**src/rtl/accelbrot_com_block_arbiter.sv**
```systemverilog
// Round-robin arbiter that grants one requester at a time and forwards exactly
// NWORDS words from its FWFT FIFO as a gapless, start-framed block to the
// word-to-block deserializer (which has no backpressure).
module accelbrot_com_block_arbiter #(
  parameter int unsigned NREQ   = 4,
  parameter int unsigned NWORDS = 8,
  parameter int unsigned WWIDTH = 34
) (
  input  logic                          clk,
  input  logic                          rstn,
  input  logic [NREQ-1:0]               req,
  input  logic [NREQ*WWIDTH-1:0]        in_data,
  output logic [NREQ-1:0]               pop,
  input  logic                          hold,
  output logic [WWIDTH-1:0]             out_word,
  output logic                          out_start,
  output logic                          out_valid,
  output logic [$clog2(NREQ)-1:0]       grant_id,
  output logic                          busy
);

  localparam int unsigned IDW = $clog2(NREQ);
  localparam int unsigned CW  = $clog2(NWORDS);

  typedef enum logic {
    IDLE  = 1'b0,
    BURST = 1'b1
  } state_t;

  state_t            state;
  logic [CW-1:0]     cnt;
  logic [IDW-1:0]    sel;
  logic [IDW-1:0]    last;

  logic              pick_found;
  logic [IDW-1:0]    pick_idx;
  logic [IDW-1:0]    scan_idx;
  logic [WWIDTH-1:0] sel_word;

  // Round-robin search: first set req bit starting at last+1, wrapping at NREQ.
  always_comb begin
    pick_found = 1'b0;
    pick_idx   = '0;
    scan_idx   = last;
    for (int unsigned i = 0; i < NREQ; i++) begin
      scan_idx = (scan_idx == IDW'(NREQ - 1)) ? '0 : scan_idx + 1'b1;
      if (!pick_found && req[scan_idx]) begin
        pick_found = 1'b1;
        pick_idx   = scan_idx;
      end
    end
  end

  // Head word of the currently selected requester's FIFO.
  always_comb begin
    sel_word = '0;
    for (int unsigned k = 0; k < NREQ; k++) begin
      if (sel == IDW'(k)) begin
        sel_word = in_data[k*WWIDTH +: WWIDTH];
      end
    end
  end

  // Grant FSM plus registered pop/status and output word pipeline.
  always_ff @(posedge clk) begin
    if (!rstn) begin
      state     <= IDLE;
      cnt       <= '0;
      sel       <= '0;
      last      <= IDW'(NREQ - 1);
      pop       <= '0;
      busy      <= 1'b0;
      grant_id  <= '0;
      out_word  <= '0;
      out_start <= 1'b0;
      out_valid <= 1'b0;
    end else begin
      out_valid <= 1'b0;
      out_start <= 1'b0;
      case (state)
        IDLE: begin
          if (!hold && pick_found) begin
            sel      <= pick_idx;
            grant_id <= pick_idx;
            cnt      <= '0;
            pop      <= NREQ'(1) << pick_idx;
            busy     <= 1'b1;
            state    <= BURST;
          end
        end
        BURST: begin
          // Word popped this cycle appears on the output one cycle later.
          out_word  <= sel_word;
          out_valid <= 1'b1;
          out_start <= (cnt == '0);
          if (cnt == CW'(NWORDS - 1)) begin
            last  <= sel;
            pop   <= '0;
            busy  <= 1'b0;
            state <= IDLE;
          end else begin
            cnt <= cnt + 1'b1;
          end
        end
        default: state <= IDLE;
      endcase
    end
  end

endmodule

```
**config.mk**
```make
export PLATFORM = sky130hd
export DESIGN_NAME = accelbrot_com_block_arbiter
export DESIGN_NICKNAME = d
export VERILOG_FILES = /design/src/rtl/accelbrot_com_block_arbiter.sv
export SDC_FILE = /design/constraint.sdc
export NUM_CORES = 1
export LEC_CHECK = 0
export CORE_MARGIN = 4
export CORE_UTILIZATION = 35
export DETAILED_ROUTE_END_ITERATION = 8
export PLACE_DENSITY = 0.77
export SYNTH_ARGS = -nofsm -noshare
export SYNTH_HDL_FRONTEND = slang
export SYNTH_SLANG_ARGS = --single-unit
```
**constraint.sdc**
```tcl
create_clock -name clk -period 4.7 [get_ports clk]
set_input_delay 0.94 -clock clk [delete_from_list [all_inputs] [get_ports clk]]
set_output_delay 0.94 -clock clk [all_outputs]
set_load 0.005 [all_outputs]
```
==> results.md <==
* Status: finished clean
* Final Cycle Share at 59.7%
* First-pass DRT Iterations at 4
* Final setup vio count at 0
* Yosys warnings at 0
* Num CTS Buffers at 5
* Critical Path, Cell by Cell: clkdlybuf4s50_1
* Mean Syn Cell Area at roughly 12 um^2
* FP Rows at 33
* Detail Route Antenna Nets at 0
* Max VDD drop at 151 uV
* Clock network fraction of design power at between 20% and 30%
* Skew final at 0.00435 ns
* Register bit total from synthesis at 49
* Reg power frac at 43.4%
* Global-route wire length before repair at around 14 mm
* Die area at about 0.010 mm^2
* Slew @ Worst Pin at about 0.89 ns
* Final HPWL DP at 7.02 mm
* P_sw at between 0.0002 and 0.0003 W
* Die X at 101 um
* Nets at 571
* Commonest non-fill, non-tap cell in the layout: clkdlybuf4s50_1
* Hold Buf Count CTS at 0
* CTS HTree Levels at 2
* PortBufs at roughly 190
* I/O pin cnt at approximately 190
* Sequential element share of the synthesized area at around a third
* Area grow syn2layout at 64.4%
* Setup TNS at 0 ns
* Logic pwr share at between 30% and 40%
* Postcts setup bufs at 0
* Largest net degree at the start of global routing at just over 50
* Syn Inst Count at 253
* Slowest CP cell: dfxtp_2
* Clk buf depth at 2
* GP Congestion at 0.771
* Vias at ~2,700
* Post-route DRC at 0
* Crit. End Element: output pin
* Post-synth EDFFs at 0
* TritonCTS clock tree: yes
* Critical path's top delay family: flip-flops
* Synth Cell Area at between 0.003 and 0.004 mm^2
* Initial core utilization at between 30 and 40%
* Vias in the first global route at ~2,800
* Crit path required time at about 3.8 ns
* FF-to-FF setup slack at about 2.6 ns
* Grt ovf at 0
* Clk slew on worst S/H paths at around 0.09 ns
* Crit Path Category: reg2out
* Core box area at between 0.008 and 0.009 mm^2
* Mapped Nets at 400
* Total track usage at 17.5%
* WHS at ~0.49 ns
* Most frequent cells in the layout: clkdlybuf4s50_1, dfxtp_1, nor2b_1
* CP arrival at between 1.5 and 2 ns
* Leakage at 1.76 nW
* Wirelength per Cell at 16.9 um
* Power Density at 217 mW/mm^2
* CTS root buffer: clkbuf_8
* Min Tclk post-route at 2.81 ns
* PostCTS Resize Cnt at 0
* Finished Layout Cells at 530
* Worst Path Buf+Inv at 1
* Crit path max fanout at 37
* Dpl cells at roughly 520
* Post-synth ARST share at 0%
* Final Hold Vio Count at 0
* Filler cell count at 710
* Layout cell share with drive strength beyond 1 at 13.6%
* Fin. max-slew vios at 0
* 1st-iter DRT viols at 64
* Internal power at 0.000816 W
* Worst Hold Class: reg2reg
* Max Fclk at about 0.36 GHz
* Ant diodes at 0
* Die height at approximately 100 um
* Yosys cell types at 42
* Startpoint types: register
* Total Routed Length at 8.93 mm
* CTS Sinks at 49
* Initial antenna violation count at 0
* Synth Flop Type: dfxtp_1
* Via/cell ratio at between 5 and 6
* Max_cap viols at 0
* Critical Path Max Stage Delay at about 0.9 ns
* Setup WS pre-CTS at just under 2 ns
* Relative slew slack at roughly two fifths
* Worst skew pair latency at a little under 0.3 ns
* Final worst slack at between 1.5 and 2 ns
* RSZ-0062 raised after global routing: false
* Switching Share at about 24%
-- routing by layer --
layer	global-route usage [%]	up-vias	share of wire (%)
li1	-	1290	-
met1	18.5	1263	35
met2	33.3	101	56
met3	6.30	6	8.9
met4	3.07	0	0.77
met5	0	-	0
-- path summary, 6_finish.rpt --
kind | end | startpoint | cells after the start
max | grant_id[1] | sel[1] | 1
max reg2reg | pop[0] | last[0] | 6
min reg2reg | last[1] | last[1] | 2
min | last[1] | last[1] | 2
-- layout make-up --
class / instances / area, um^2 / area share, %
clock inverters: 1 / 5.00 / 0.101
inverters: 5 / 18.8 / 0.377
repair buffers: 188 / 1870 / 37.7
multi-input cells: 175 / 1860 / 37.5
well taps: 105 / 131 / 2.64
flip-flops and latches: 49 / 985 / 19.8
clock buffers: 7 / 96.3 / 1.94
-- Yosys cell counts (all sizes together) (2+ instances only) --
library cell | n | area, um^2
nand2 | 7 | 26.3
ha | 4 | 50.1
nor2b | 37 | 231
nand3 | 9 | 50.1
and3b | 2 | 17.5
buf | 20 | 146
a21boi | 2 | 18.8
a31oi | 2 | 12.5
dfxtp | 49 | 981
mux2i | 36 | 360
nor3 | 3 | 31.3
o2bb2ai | 2 | 17.5
mux4 | 34 | 766
o21ai | 5 | 25.0
nand2b | 3 | 18.8
inv | 5 | 18.8
a21oi | 5 | 25.0
o22ai | 4 | 43.8
and2 | 3 | 18.8
nor2 | 3 | 11.3
o21a | 2 | 15.0
clkbuf | 4 | 15.0
-- registers in the layout, summed over array words and instances (netlist names) --
| register | cells |
|---|---|
| out_valid | 1 |
| out_start | 1 |
| pop | 4 |
| out_word | 34 |
| state | 1 |
| busy | 1 |
| cnt | 3 |
| sel | 2 |
| last | 2 |
-- power by group through the flow --
stage | Combinational, W | Clock [W] | Sequential [W]
2_1_floorplan | 0.000161 | 0 | 0.000469
3_3_place_gp | 0.000338 | 0 | 0.000478
3_5_place_dp | 0.000345 | 0 | 0.000479
4_1_cts | 0.000346 | 0.000279 | 0.000470
5_1_grt | 0.000367 | 0.000301 | 0.000475
6_report | 0.000340 | 0.000270 | 0.000469
-- cell families after synthesis --
family	count (synthesis)	synth area share [%]
compound gates	30	7.49
fa+ha+maj	4	1.65
buf+inv	29	5.96
flops	49	32.4
mux	71	37.6
simple gates	70	14.9
-- per-stage QoR --
stage	utilization, %	total power [W]	area, um^2
4_1_cts	59.9	0.00110	4970
3_3_place_gp	58.7	0.000816	4870
5_1_grt	59.9	0.00114	4970
2_1_floorplan	-	0.000630	3030
3_5_place_dp	58.7	0.000824	4870
6_report	59.9	0.00108	4970
Power figures use the tool's default switching activity.
